--- src/rtl/vga_sync_decoder_if.sv ---
// VGA receive-side bundle: incoming sync/blank/colour and decoded outputs.
// The master drives video in; the slave (decoder) drives the results.
interface vga_sync_decoder_if #(
  parameter int CNT_W = 12
);
  logic             iVGA_HS;
  logic             iVGA_VS;
  logic             iVGA_BLANK;
  logic [9:0]       iVGA_R;
  logic [9:0]       iVGA_G;
  logic [9:0]       iVGA_B;
  logic [9:0]       oCoord_X;
  logic [9:0]       oCoord_Y;
  logic [9:0]       oRed;
  logic [9:0]       oGreen;
  logic [9:0]       oBlue;
  logic             oPixel_Valid;
  logic             oFrame_Start;
  logic [CNT_W-1:0] oH_Total;
  logic [CNT_W-1:0] oV_Total;
  logic             oLocked;
  logic             oTiming_Err;
  logic [15:0]      oFrame_CRC;

  modport master (
    output iVGA_HS, iVGA_VS, iVGA_BLANK,
    output iVGA_R, iVGA_G, iVGA_B,
    input  oCoord_X, oCoord_Y,
    input  oRed, oGreen, oBlue,
    input  oPixel_Valid, oFrame_Start,
    input  oH_Total, oV_Total,
    input  oLocked, oTiming_Err, oFrame_CRC
  );

  modport slave (
    input  iVGA_HS, iVGA_VS, iVGA_BLANK,
    input  iVGA_R, iVGA_G, iVGA_B,
    output oCoord_X, oCoord_Y,
    output oRed, oGreen, oBlue,
    output oPixel_Valid, oFrame_Start,
    output oH_Total, oV_Total,
    output oLocked, oTiming_Err, oFrame_CRC
  );
endinterface

--- src/rtl/vga_sync_decoder.sv ---
// VGA sync decoder: measures timing, locks, rebuilds X/Y and colour.
// Optional per-frame CRC-16 of pixel data when VGA_DEC_CRC_EN is defined.
module vga_sync_decoder #(
  parameter int H_ACTIVE    = 640,
  parameter int V_ACTIVE    = 480,
  parameter int CNT_W       = 12,
  parameter int LOCK_FRAMES = 2
) (
  input logic iCLK,
  input logic iRST,
  vga_sync_decoder_if.slave bus
);

  typedef enum logic [1:0] {
    SEARCH,
    MEASURE,
    LOCKED
  } state_t;

  localparam int MW = $clog2(LOCK_FRAMES + 1);
  localparam logic [MW-1:0] LOCK_M = MW'(LOCK_FRAMES - 1);
  localparam logic [CNT_W-1:0] CMAX = '1;
  localparam logic [9:0] PMAX = '1;
  localparam logic [9:0] XA = 10'(H_ACTIVE);
  localparam logic [9:0] YA = 10'(V_ACTIVE);

  logic hs1, hs2, vs1, vs2, bl1;
  logic [9:0] r1, g1, b1;

  logic [CNT_W-1:0] h_cnt, line_cnt, last_h;
  logic [CNT_W-1:0] h_inc, l_inc;
  logic [CNT_W-1:0] cand_h, cand_v;
  logic [CNT_W-1:0] prev_h, prev_v;
  logic [9:0] x_cnt, y_cnt;
  logic [9:0] x_pix, y_pix, x_inc, y_inc;
  logic line_act, skip_h, dirty;
  logic hs_fall, vs_fall;
  logic e_h, e_v, e_x, e_y;

  state_t state_q, state_d;
  logic [MW-1:0] match_cnt, cnt_d;
  logic [CNT_W-1:0] ph_d, pv_d;
  logic [CNT_W-1:0] ht_d, vt_d;
  logic dirty_d, lock_d, err_d;

  // first input register plus a delayed sync copy for edge detect
  always_ff @(posedge iCLK or posedge iRST) begin
    if (iRST) begin
      hs1 <= 1'b0;
      hs2 <= 1'b0;
      vs1 <= 1'b0;
      vs2 <= 1'b0;
      bl1 <= 1'b0;
      r1  <= '0;
      g1  <= '0;
      b1  <= '0;
    end else begin
      hs1 <= bus.iVGA_HS;
      hs2 <= hs1;
      vs1 <= bus.iVGA_VS;
      vs2 <= vs1;
      bl1 <= bus.iVGA_BLANK;
      r1  <= bus.iVGA_R;
      g1  <= bus.iVGA_G;
      b1  <= bus.iVGA_B;
    end
  end

  assign hs_fall = hs2 & ~hs1;
  assign vs_fall = vs2 & ~vs1;

  assign h_inc = (h_cnt == CMAX) ?
    h_cnt : h_cnt + CNT_W'(1);
  assign l_inc = (line_cnt == CMAX) ?
    line_cnt : line_cnt + CNT_W'(1);

  // a line ending on this pixel is counted before any frame start
  assign cand_h = hs_fall ? h_cnt : last_h;
  assign cand_v = hs_fall ? l_inc : line_cnt;

  assign x_pix = hs_fall ? '0 : x_cnt;
  assign x_inc = (x_pix == PMAX) ?
    x_pix : x_pix + 10'd1;
  assign y_inc = (y_cnt == PMAX) ?
    y_cnt : y_cnt + 10'd1;
  assign y_pix = vs_fall ? '0 :
    ((hs_fall && line_act) ? y_inc : y_cnt);

  assign e_h = hs_fall && !skip_h &&
    (h_cnt != bus.oH_Total);
  assign e_v = vs_fall &&
    (cand_v != bus.oV_Total);
  assign e_x = bl1 && (x_pix >= XA);
  assign e_y = bl1 && (y_pix >= YA);

  // line/frame length counters and pixel coordinate tracking
  always_ff @(posedge iCLK or posedge iRST) begin
    if (iRST) begin
      h_cnt    <= '0;
      line_cnt <= '0;
      last_h   <= '0;
      x_cnt    <= '0;
      y_cnt    <= '0;
      line_act <= 1'b0;
      skip_h   <= 1'b0;
    end else begin
      h_cnt    <= hs_fall ? CNT_W'(1) : h_inc;
      line_cnt <= vs_fall ? '0 : cand_v;
      last_h   <= cand_h;
      x_cnt    <= bl1 ? x_inc : x_pix;
      y_cnt    <= y_pix;
      line_act <= bl1 |
        (line_act & ~hs_fall & ~vs_fall);
      skip_h   <= vs_fall | (skip_h & ~hs_fall);
    end
  end

  // lock state register and per-frame measurement history
  always_ff @(posedge iCLK or posedge iRST) begin
    if (iRST) begin
      state_q   <= SEARCH;
      match_cnt <= '0;
      prev_h    <= '0;
      prev_v    <= '0;
      dirty     <= 1'b0;
    end else begin
      state_q   <= state_d;
      match_cnt <= cnt_d;
      prev_h    <= ph_d;
      prev_v    <= pv_d;
      dirty     <= dirty_d;
    end
  end

  // next-state, lock decision and error detection
  always_comb begin
    state_d = state_q;
    cnt_d   = match_cnt;
    ph_d    = prev_h;
    pv_d    = prev_v;
    dirty_d = dirty;
    ht_d    = bus.oH_Total;
    vt_d    = bus.oV_Total;
    lock_d  = bus.oLocked;
    err_d   = 1'b0;
    unique case (state_q)
      SEARCH: begin
        if (vs_fall) begin
          state_d = MEASURE;
          ph_d    = cand_h;
          pv_d    = '0;
          cnt_d   = '0;
          dirty_d = 1'b0;
        end
      end
      MEASURE: begin
        if (vs_fall) begin
          if (dirty) begin
            ph_d    = cand_h;
            pv_d    = '0;
            cnt_d   = '0;
            dirty_d = 1'b0;
          end else if (cand_h == prev_h &&
                       cand_v == prev_v) begin
            cnt_d = match_cnt + MW'(1);
            if (cnt_d >= LOCK_M) begin
              state_d = LOCKED;
              cnt_d   = '0;
              ht_d    = cand_h;
              vt_d    = cand_v;
              lock_d  = 1'b1;
            end
          end else begin
            cnt_d = '0;
            ph_d  = cand_h;
            pv_d  = cand_v;
          end
        end
      end
      LOCKED: begin
        if (e_h | e_v | e_x | e_y) begin
          state_d = MEASURE;
          err_d   = 1'b1;
          lock_d  = 1'b0;
          cnt_d   = '0;
          dirty_d = 1'b1;
        end
      end
      default: begin
        state_d = SEARCH;
      end
    endcase
  end

  // registered pixel, coordinate and status outputs
  always_ff @(posedge iCLK or posedge iRST) begin
    if (iRST) begin
      bus.oRed         <= '0;
      bus.oGreen       <= '0;
      bus.oBlue        <= '0;
      bus.oCoord_X     <= '0;
      bus.oCoord_Y     <= '0;
      bus.oPixel_Valid <= 1'b0;
      bus.oFrame_Start <= 1'b0;
      bus.oTiming_Err  <= 1'b0;
      bus.oLocked      <= 1'b0;
      bus.oH_Total     <= '0;
      bus.oV_Total     <= '0;
    end else begin
      bus.oRed         <= r1;
      bus.oGreen       <= g1;
      bus.oBlue        <= b1;
      bus.oCoord_X     <= x_pix;
      bus.oCoord_Y     <= y_pix;
      bus.oPixel_Valid <= bl1;
      bus.oFrame_Start <= vs_fall;
      bus.oTiming_Err  <= err_d;
      bus.oLocked      <= lock_d;
      bus.oH_Total     <= ht_d;
      bus.oV_Total     <= vt_d;
    end
  end

`ifdef VGA_DEC_CRC_EN
  logic [15:0] crc;
  logic [23:0] pix_d;

  assign pix_d = {r1[9:2], g1[9:2], b1[9:2]};

  function automatic logic [15:0] crc24(
    input logic [15:0] c_in,
    input logic [23:0] d
  );
    logic [15:0] c;
    logic fb;
    c = c_in;
    for (int i = 23; i >= 0; i--) begin
      fb = c[15] ^ d[i];
      c  = {c[14:0], 1'b0} ^
           (fb ? 16'h1021 : 16'h0000);
    end
    return c;
  endfunction

  // running frame CRC, handed off at each frame start
  always_ff @(posedge iCLK or posedge iRST) begin
    if (iRST) begin
      crc            <= 16'hFFFF;
      bus.oFrame_CRC <= '0;
    end else if (vs_fall) begin
      bus.oFrame_CRC <= crc;
      crc <= bl1 ? crc24(16'hFFFF, pix_d) :
                   16'hFFFF;
    end else if (bl1) begin
      crc <= crc24(crc, pix_d);
    end
  end
`else
  assign bus.oFrame_CRC = '0;
`endif

endmodule

--- src/flat_wrapper.sv ---
// flat-port wrapper written by rule: the top's interface ports become plain ports
module vga_sync_decoder_flat 
#(
  parameter int H_ACTIVE    = 640,
  parameter int V_ACTIVE    = 480,
  parameter int CNT_W       = 12,
  parameter int LOCK_FRAMES = 2
)
  (iCLK, iRST, bus_iVGA_HS, bus_iVGA_VS, bus_iVGA_BLANK, bus_iVGA_R, bus_iVGA_G, bus_iVGA_B, bus_oCoord_X, bus_oCoord_Y, bus_oRed, bus_oGreen, bus_oBlue, bus_oPixel_Valid, bus_oFrame_Start, bus_oH_Total, bus_oV_Total, bus_oLocked, bus_oTiming_Err, bus_oFrame_CRC);
  vga_sync_decoder_if #(.CNT_W(CNT_W)) bus_i ();
  input logic iCLK;
  input logic iRST;
  input wire logic [$bits(bus_i.iVGA_HS)-1:0] bus_iVGA_HS;
  input wire logic [$bits(bus_i.iVGA_VS)-1:0] bus_iVGA_VS;
  input wire logic [$bits(bus_i.iVGA_BLANK)-1:0] bus_iVGA_BLANK;
  input wire logic [$bits(bus_i.iVGA_R)-1:0] bus_iVGA_R;
  input wire logic [$bits(bus_i.iVGA_G)-1:0] bus_iVGA_G;
  input wire logic [$bits(bus_i.iVGA_B)-1:0] bus_iVGA_B;
  output wire logic [$bits(bus_i.oCoord_X)-1:0] bus_oCoord_X;
  output wire logic [$bits(bus_i.oCoord_Y)-1:0] bus_oCoord_Y;
  output wire logic [$bits(bus_i.oRed)-1:0] bus_oRed;
  output wire logic [$bits(bus_i.oGreen)-1:0] bus_oGreen;
  output wire logic [$bits(bus_i.oBlue)-1:0] bus_oBlue;
  output wire logic [$bits(bus_i.oPixel_Valid)-1:0] bus_oPixel_Valid;
  output wire logic [$bits(bus_i.oFrame_Start)-1:0] bus_oFrame_Start;
  output wire logic [$bits(bus_i.oH_Total)-1:0] bus_oH_Total;
  output wire logic [$bits(bus_i.oV_Total)-1:0] bus_oV_Total;
  output wire logic [$bits(bus_i.oLocked)-1:0] bus_oLocked;
  output wire logic [$bits(bus_i.oTiming_Err)-1:0] bus_oTiming_Err;
  output wire logic [$bits(bus_i.oFrame_CRC)-1:0] bus_oFrame_CRC;
  assign bus_i.iVGA_HS = bus_iVGA_HS;
  assign bus_i.iVGA_VS = bus_iVGA_VS;
  assign bus_i.iVGA_BLANK = bus_iVGA_BLANK;
  assign bus_i.iVGA_R = bus_iVGA_R;
  assign bus_i.iVGA_G = bus_iVGA_G;
  assign bus_i.iVGA_B = bus_iVGA_B;
  assign bus_oCoord_X = bus_i.oCoord_X;
  assign bus_oCoord_Y = bus_i.oCoord_Y;
  assign bus_oRed = bus_i.oRed;
  assign bus_oGreen = bus_i.oGreen;
  assign bus_oBlue = bus_i.oBlue;
  assign bus_oPixel_Valid = bus_i.oPixel_Valid;
  assign bus_oFrame_Start = bus_i.oFrame_Start;
  assign bus_oH_Total = bus_i.oH_Total;
  assign bus_oV_Total = bus_i.oV_Total;
  assign bus_oLocked = bus_i.oLocked;
  assign bus_oTiming_Err = bus_i.oTiming_Err;
  assign bus_oFrame_CRC = bus_i.oFrame_CRC;
  vga_sync_decoder #(.H_ACTIVE(H_ACTIVE), .V_ACTIVE(V_ACTIVE), .CNT_W(CNT_W), .LOCK_FRAMES(LOCK_FRAMES)) u_core (.iCLK(iCLK), .iRST(iRST), .bus(bus_i));
endmodule
--- config.mk ---
export PLATFORM = sky130hd
export DESIGN_NAME = vga_sync_decoder_flat
export DESIGN_NICKNAME = d
export VERILOG_FILES = /design/src/rtl/vga_sync_decoder_if.sv /design/src/rtl/vga_sync_decoder.sv /design/src/flat_wrapper.sv
export SDC_FILE = /design/constraint.sdc
export NUM_CORES = 1
export LEC_CHECK = 0
export ABC_CLOCK_PERIOD_IN_PS = 10500
export CAP_MARGIN = 20
export CORE_MARGIN = 2
export CORE_UTILIZATION = 55
export CTS_BUF_LIST = sky130_fd_sc_hd__clkbuf_4
export CTS_CLUSTER_DIAMETER = 30
export DETAILED_ROUTE_END_ITERATION = 10
export MAX_ROUTING_LAYER = met4
export PLACE_DENSITY = 0.84
export REMOVE_ABC_BUFFERS = 1
export SLEW_MARGIN = 20
export SYNTH_ARGS = -nofsm -noshare
export SYNTH_HDL_FRONTEND = slang
export SYNTH_SLANG_ARGS = --single-unit
--- constraint.sdc ---
create_clock -name iCLK -period 10.5 [get_ports iCLK]
set_input_delay 2.625 -clock iCLK [delete_from_list [all_inputs] [get_ports iCLK]]
set_output_delay 2.625 -clock iCLK [all_outputs]
set_load 0.03 [all_outputs]
==> results of run 1 <==
[cell usage in the layout, fill, tap and decap left out, drive strengths merged, types with 6 or more instances in the layout]
| cell type | n |
|---|---|
| inv | 41 |
| xnor2 | 47 |
| dfrtp | 190 |
| conb | 16 |
| nand2 | 60 |
| nor2b | 9 |
| nand3 | 26 |
| nor2 | 53 |
| nand2b | 7 |
| clkdlybuf4s50 | 112 |
| xor2 | 17 |
| nand4 | 17 |
| and3 | 13 |
| or3 | 6 |
| o21ai | 26 |
| o2bb2ai | 12 |
| clkbuf | 19 |
| a31oi | 8 |
| ha | 6 |
| mux2i | 15 |
| a21oi | 25 |
| and2 | 9 |
| mux2 | 30 |
| nor4 | 6 |
| nor3 | 23 |
[flip-flops by register name (all words and copies together) (netlist names), 2 cells and up]
register	cells
u_core.line_cnt	12
u_core.prev_v	12
u_core.g1	10
u_core.b1	10
u_core.bus.oH_Total	12
u_core.r1	10
u_core.bus.oV_Total	12
u_core.bus.oBlue	10
u_core.h_cnt	12
u_core.bus.oCoord_X	10
u_core.match_cnt	2
u_core.x_cnt	10
u_core.prev_h	12
u_core.state_q	2
u_core.last_h	12
u_core.bus.oRed	10
u_core.y_cnt	10
u_core.bus.oGreen	10
[layer usage]
metal,vias up,GRT usage
li1,2794,-
met1,2865,0.3061
met2,222,0.3571
met3,25,0.06742
met4,0,0.07563
met5,-,-
[final cells by class]
cell class / instances / area share
inverters: 38 / 0.01537
well taps: 188 / 0.02408
multi-input cells: 490 / 0.3292
clock buffers: 19 / 0.01460
repair buffers: 116 / 0.1182
clock inverters: 13 / 0.01166
flip-flops and latches: 190 / 0.4868
[worst max-delay path by stage]
stage | from | end | slack [ns] | cells after the start
global placement | iRST | u_core.bus.oV_Total[11] | 5.77 | 3
finish | u_core.line_cnt[0] | u_core.bus.oH_Total[9] | 5.99 | 11
detailed placement | iRST | u_core.bus.oV_Total[11] | 5.76 | 3
global route | u_core.line_cnt[0] | u_core.bus.oH_Total[11] | 5.62 | 11
floorplan | iRST | u_core.b1[0] | 2.70 | 1
CTS | u_core.line_cnt[0] | u_core.bus.oH_Total[8] | 5.97 | 11
[stage by stage]
stage                     instances  hold WS, ns
after floorplan                 718       0.3312
after global placement         1022       0.3311
after detailed placement       1022       0.3347
after CTS                      1054       0.3568
after global routing           1054       0.3633
final                          1054       0.3560
[Yosys cell counts, types with 6 or more instances]
master / count / area (sq um)
xor2_1: 17 / 148.9
nor3_1: 21 / 105.1
a21oi_1: 25 / 125.1
nand2b_1: 7 / 43.79
buf_4: 20 / 150.1
o2bb2ai_1: 12 / 105.1
a31oi_1: 8 / 50.05
dfrtp_1: 190 / 4755
o21ai_0: 24 / 120.1
buf_2: 10 / 50.05
and3_1: 13 / 81.33
nand2_1: 60 / 225.2
clkbuf_1: 20 / 75.07
inv_1: 38 / 142.6
nand3_1: 25 / 125.1
ha_1: 6 / 75.07
mux2_2: 22 / 247.7
nand4_1: 17 / 106.4
nor2_1: 52 / 195.2
and2_1: 9 / 56.30
mux2i_1: 15 / 150.1
or3_1: 6 / 37.54
xnor2_1: 47 / 411.6
nor2b_1: 9 / 56.30
mux2_1: 8 / 90.09
[kinds of logic after synthesis]
family / share of synthesized area
AOI/OAI and AO/OA: 0.09606
xor gates and xnor gates: 0.06714
adders and majority gates: 0.008991
buffers and inverters: 0.05245
DFF: 0.5695
muxes: 0.05844
other: 0.0004491
and+or+nand+nor: 0.1470
[report_power, final]
part	total, mW	internal, mW	switching (mW)
Combinational	0.356	0.154	0.202
Clock	0.361	0.123	0.238
Sequential	0.858	0.795	0.0637
Total	1.58	1.07	0.504
==> results.txt, run 1 <==
----------------------------------------------------
[Run status]
  Outcome ... completed

[Synth]
  Post-synthesis cell count ... 756
  Number of warnings issued by yosys ... 0
  EDFF count, synth ... 0
  Average cell area after synthesis ... 11.04 sq um
  Netlist area before placement ... 0.008349 sq mm
  Async set-or-reset flop fraction in the synthesized netlist ... 1.000
  Post-synthesis sequential area ratio ... 0.5695
  Post-synthesis register bit count ... 190
  Top flip-flop cell by instance count after synthesis ... dfrtp_1
  Count of cell types in the netlist ... 63

[Setup path]
  Start-to-end type of the worst setup path ... reg2reg
  CP Data Arrival Time ... 4.96 ns
  Worst path cell trace ... ha_1 > nand4_1 > nor2_2 > nor3b_1 > a221oi_1 > nand4_1 > nor4_1 > or4b_1 > nor3_4 > buf_4 > mux2_2
  CP endpoint kind ... flop
  Longest individual stage delay on the worst path ... 0.63 ns
  Cell count of the worst reg-to-reg path ... 11
  Critical-path maximum fanout ... 19
  Data required, critical path ... 10.95 ns
  Endpoint of the most critical register-to-register path ... u_core.bus.oH_Total[9]
  Slowest stage cell on the critical path ... dfrtp_1
  Critical path startpoint category ... flop
  Cell family with most CP delay ... simple AND/OR/NAND/NOR gates
  Most used cell along the critical path ... nand4_1
  R2R Path Start ... u_core.line_cnt[0]
  Bufs and invs on worst path ... 1
  Register-to-register setup slack ... 5.99 ns

[Global route]
  Overall overflow remaining after global route ... 0
  All-layer global routing usage ... 0.2339
  First-pass GRT wire length ... 29180 um
  Number of global-route vias before repair ... 5876
  Pin count of the biggest net entering global routing ... 109
  Antenna violations before repair ... 0

[Timing]
  Worst path setup slack after routing ... 5.993 ns
  Endpoints failing hold ... 0
  Final setup violation count ... 0
  Crit share post-route ... 0.4293
  Count of pins over their slew limit ... 0
  Setup repair after global routing missed its margin ... false
  Setup TNS ... 0 ns
  Time the worst path needs with I/O delays and setup ... 4.507 ns
  Largest clock skew in the final design ... 0.01946 ns
  Worst-margin pin slew ... 1.008 ns
  Worst relative slew slack ... 0.3261
  Top achievable clock speed ... 221.9 MHz

[Route]
  Final routed wire length divided by cell count ... 16.50 um
  Number of remaining DRC errors ... 0
  Drt first-iter violations ... 499
  Detail Route met2 WL ... 8345 um
  Vias after detailed routing ... 5906
  Max layer used ... met4
  M1 WL ... 7453 um
  Met3 wire length ... 1310 um
  DRT antenna net count ... 0
  Final wirelength ... 17390 um
  Via/cell ratio ... 5.603
  Number of detailed-route iterations in the first pass ... 5

[Power]
  Power density over cell area ... 161.3 mW/mm^2
  Worst vdd rail ir drop ... 0.1184 mV
  Final total power ... 1.575 mW
  Leakage power of the design ... 4.298 nW

[Finish]
  Sequential Area ... 0.004755 sq mm
  Share of the core filled with cells ... 0.6497
  FILL cells ... 1158
  Area of all placed cells without fillers ... 0.009767 sq mm
  Final net count ... 894
  ANT cells ... 0
  Share of final-layout standard cells stronger than drive strength 1 ... 0.07852
  Area of combinational cells with multiple inputs ... 0.003216 sq mm
  Area added between synthesis and finish ... 16.98%

[Die]
  Die Outline Area ... 0.01618 sq mm
  Site row count ... 45
  Number of primary I/O pins ... 129
  Die outline width ... 127.2 um
  Initial standard-cell utilization of the core ... 0.5554
  Die boundary height ... 127.2 um
  Core area ... 0.01503 sq mm

[Clocking]
  Clock latency of the later-clocked register in the worst-skew pair ... 0.55 ns
  Buffer levels on the longest clock path ... 2
  Number of gates given a new drive strength after cts ... 0
  Number of buffers inserted for hold repair after clock tree synthesis ... 0
  Clock Tree Root ... clkbuf_4
  CTS Buf Count ... 17
  Clock input transition at the sequential cells of the worst setup and hold paths ... 0.15 ns
  Setup fix buffers added after clock tree synthesis ... 0
  Sinks on the clock net ... 190
  Deepest level of the CTS H-tree ... 4
  CTS tree ... built

[Hold path]
  Path category of the worst min-delay check ... reg2reg
  Hold path start ... u_core.g1[9]
  Number of stages on the worst hold path ... 0
  WHS Endpoint ... u_core.bus.oGreen[9]

[Place]
  Post-placement setup slack ... 5.763 ns
  Placer congestion estimate ... 0.9479
  Total placed instance area ... 0.009507 sq mm
  Post-DP HPWL ... 12380 um
  Quantity of I/O buffers inserted on ports ... 112

[Job]
  # Max-Cap Violations ... 0

----------------------------------------------------
Power figures use the tool's default switching activity.
==> run 2, diff against run 1 <==
ABC_CLOCK_PERIOD_IN_PS = 3700   (was 10500)
CORE_UTILIZATION = 50   (was 55)
PLACE_DENSITY = 0.81   (was 0.84)
clock period = 3.7 ns   (was 10.5 ns; I/O delays follow)
==> results.txt, run 2 (same netlist as run 1, synthesis figures left out) <==
----------------------------------------------------
[Finish]
  Sequential Area ... 0.004758 sq mm (about the same)
  Share of the core filled with cells ... 0.6183 (-0.03138)
  Share of final-layout standard cells stronger than drive strength 1 ... 0.1200 (+0.04148)
  Area of combinational cells with multiple inputs ... 0.003233 sq mm (+0.54%)
  FILL cells ... 1289 (+11%)
  Area added between synthesis and finish ... 21.94%
  ANT cells ... 0 (unchanged)
  Final net count ... 928 (+3.8%)
  Leading cell type in the layout, fill and taps excluded ... dfrtp_1
  Count of non-filler cells in the finished layout ... 1120 (+6.3%)
  Most frequent cells in the layout ... dfrtp_1 (187), clkdlybuf4s50_1 (112), nand2_1 (60)

[Clocking]
  Clock Tree Root ... clkbuf_4
  Clock latency of the later-clocked register in the worst-skew pair ... 0.57 ns (+0.02 ns)
  Clock input transition at the sequential cells of the worst setup and hold paths ... 0.15 ns (about the same)
  Deepest level of the CTS H-tree ... 4 (unchanged)
  CTS Buf Count ... 17 (unchanged)
  Sinks on the clock net ... 190 (unchanged)
  CTS tree ... built
  Buffer levels on the longest clock path ... 2 (unchanged)

[Timing]
  Top achievable clock speed ... 281.4 MHz (+27%)
  Tightest hold margin ... 0.3653 ns (+0.009337 ns)
  Largest clock skew in the final design ... 0.01942 ns (-0.00004000 ns)
  Crit share post-route ... 0.9605 (+0.5312)
  Final setup violation count ... 0 (unchanged)
  Endpoints failing hold ... 0 (unchanged)
  Time the worst path needs with I/O delays and setup ... 3.554 ns (-0.9534 ns)
  Worst-margin pin slew ... 0.6911 ns (-0.3174 ns)
  Count of pins over their slew limit ... 0 (unchanged)
  Worst relative slew slack ... 0.5353 (+0.2093)

[Global route]
  Number of global-route vias before repair ... 5960 (+1.4%)
  First-pass GRT wire length ... 30430 um (+4.3%)
  Overall overflow remaining after global route ... 0 (unchanged)
  Pin count of the biggest net entering global routing ... 89 (-18%)
  All-layer global routing usage ... 0.2242 (-0.009665)
  Antenna violations before repair ... 0 (unchanged)

[Hold path]
  Path category of the worst min-delay check ... reg2reg

[Power]
  Worst vdd rail ir drop ... 0.2932 mV (+150%)
  Final total power ... 4.566 mW (+190%)
  Power density over cell area ... 448.5 mW/mm^2 (+180%)
  Leakage power of the design ... 4.505 nW (+4.8%)

[Setup path]
  Data required, critical path ... 4.15 ns (-6.80 ns)
  Critical-path maximum fanout ... 34 (+15)
  CP endpoint kind ... flop
  Start-to-end type of the worst setup path ... reg2reg
  CP Data Arrival Time ... 4.00 ns (-0.96 ns)
  Critical path startpoint category ... flop

[Die]
  Site row count ... 47 (+4.4%)
  Die outline width ... 133.2 um (+4.7%)
  Initial standard-cell utilization of the core ... 0.5071 (-0.04832)
  Core area ... 0.01647 sq mm (+9.5%)
  Die Outline Area ... 0.01775 sq mm (+9.7%)
  Die boundary height ... 133.2 um (+4.7%)
  Number of primary I/O pins ... 129 (unchanged)

[Route]
  Max layer used ... met4
  Vias after detailed routing ... 6187 (+4.8%)
  Detail Route met2 WL ... 8498 um (+1.8%)
  Number of detailed-route iterations in the first pass ... 5 (unchanged)
  Number of remaining DRC errors ... 0 (unchanged)
  DRT antenna net count ... 0 (unchanged)
  Final routed wire length divided by cell count ... 16.57 um (+0.42%)
  M1 WL ... 7860 um (+5.5%)
  Drt first-iter violations ... 523 (+4.8%)
  Met3 wire length ... 1730 um (+32%)
  Via/cell ratio ... 5.524 (-1.4%)
  Final wirelength ... 18560 um (+6.7%)

[Place]
  Placer congestion estimate ... 1.020 (+7.6%)
  Post-DP HPWL ... 13590 um (+9.8%)
  Quantity of I/O buffers inserted on ports ... 112 (unchanged)
  Total placed cells including tap cells ... 1083 (+6.0%)

[Job]
  # Max-Cap Violations ... 0 (unchanged)

[Run status]
  Outcome ... completed

----------------------------------------------------
[run 2: cell count changes in the layout (fill, tap and decap cells not counted), moves of 2 or more]
cell | previous run | this run
buf_12 | 0 | 7
clkinv_2 | 3 | 1
dfrtp_1 | 190 | 187
inv_8 | 1 | 3
buf_4 | 3 | 31
dfrtp_2 | 0 | 3
[run 2: repair_timing]
action,4_1_cts,5_1_grt
endpoints found under the setup margin,0,45
resized for setup,0,7
hold buffers,0,0
buffers inserted,0,5
[run 2: worst max-delay path, cell delays in order, from the launching register on]
cell	delay [ns]
dfrtp_2	0.48
nand2b_1	0.25
buf_12	0.21
a221oi_1	0.22
a21oi_1	0.08
nor3_1	0.23
nand4_1	0.17
nor4_2	0.38
or4b_4	0.55
nor3_4	0.32
buf_12	0.19
mux2_1	0.33
[run 2: final timing paths]
| kind | cells after the start | start | end | slack, ns |
|---|---|---|---|---|
| worst max register to register | 11 | u_core.hs1 | u_core.bus.oH_Total[2] | 0.15 |
| min in group asynchronous | 2 | iRST | u_core.bus.oH_Total[10] | 0.84 |
| worst min register to register | 0 | u_core.g1[2] | u_core.bus.oGreen[2] | 0.37 |
| worst min-delay path | 0 | u_core.g1[2] | u_core.bus.oGreen[2] | 0.37 |
| worst max-delay path | 11 | u_core.hs1 | u_core.bus.oH_Total[2] | 0.15 |
| max in group asynchronous | 3 | iRST | u_core.bus.oRed[6] | 2.13 |
[run 2: stage by stage]
stage | cell area (sq um) | setup TNS, ns | setup slack, ns
6_report | 10180 | 0 | 0.1462
5_1_grt | 10180 | -0.0009250 | -0.0009250
4_1_cts | 10110 | 0 | 0.03025
3_5_place_dp | 9839 | 0 | 0.06637
3_3_place_gp | 9839 | 0 | 0.1589
2_1_floorplan | 8110 | -497.59 | -2.395
[run 2: power by group]
part	internal (mW)	total [mW]	switching (mW)
Clock	0.363	1.07	0.707
Sequential	2.26	2.43	0.175
Combinational	0.471	1.06	0.593
[run 2: layer usage]
layer  vias up  GRT usage
li1       2858          -
met2       306     0.3362
met1      2976     0.2936
met5         -          -
met3        47    0.07458
met4         0    0.06619
[run 2: final cells by class]
class                      count  share of cell area
clock buffer                  19             0.01401
clock inverter                13             0.01254
inverter                      38             0.01475
multi-input combinational    490              0.3176
sequential                   190              0.4674
tap                          220             0.02704
timing repair buffer         150              0.1467
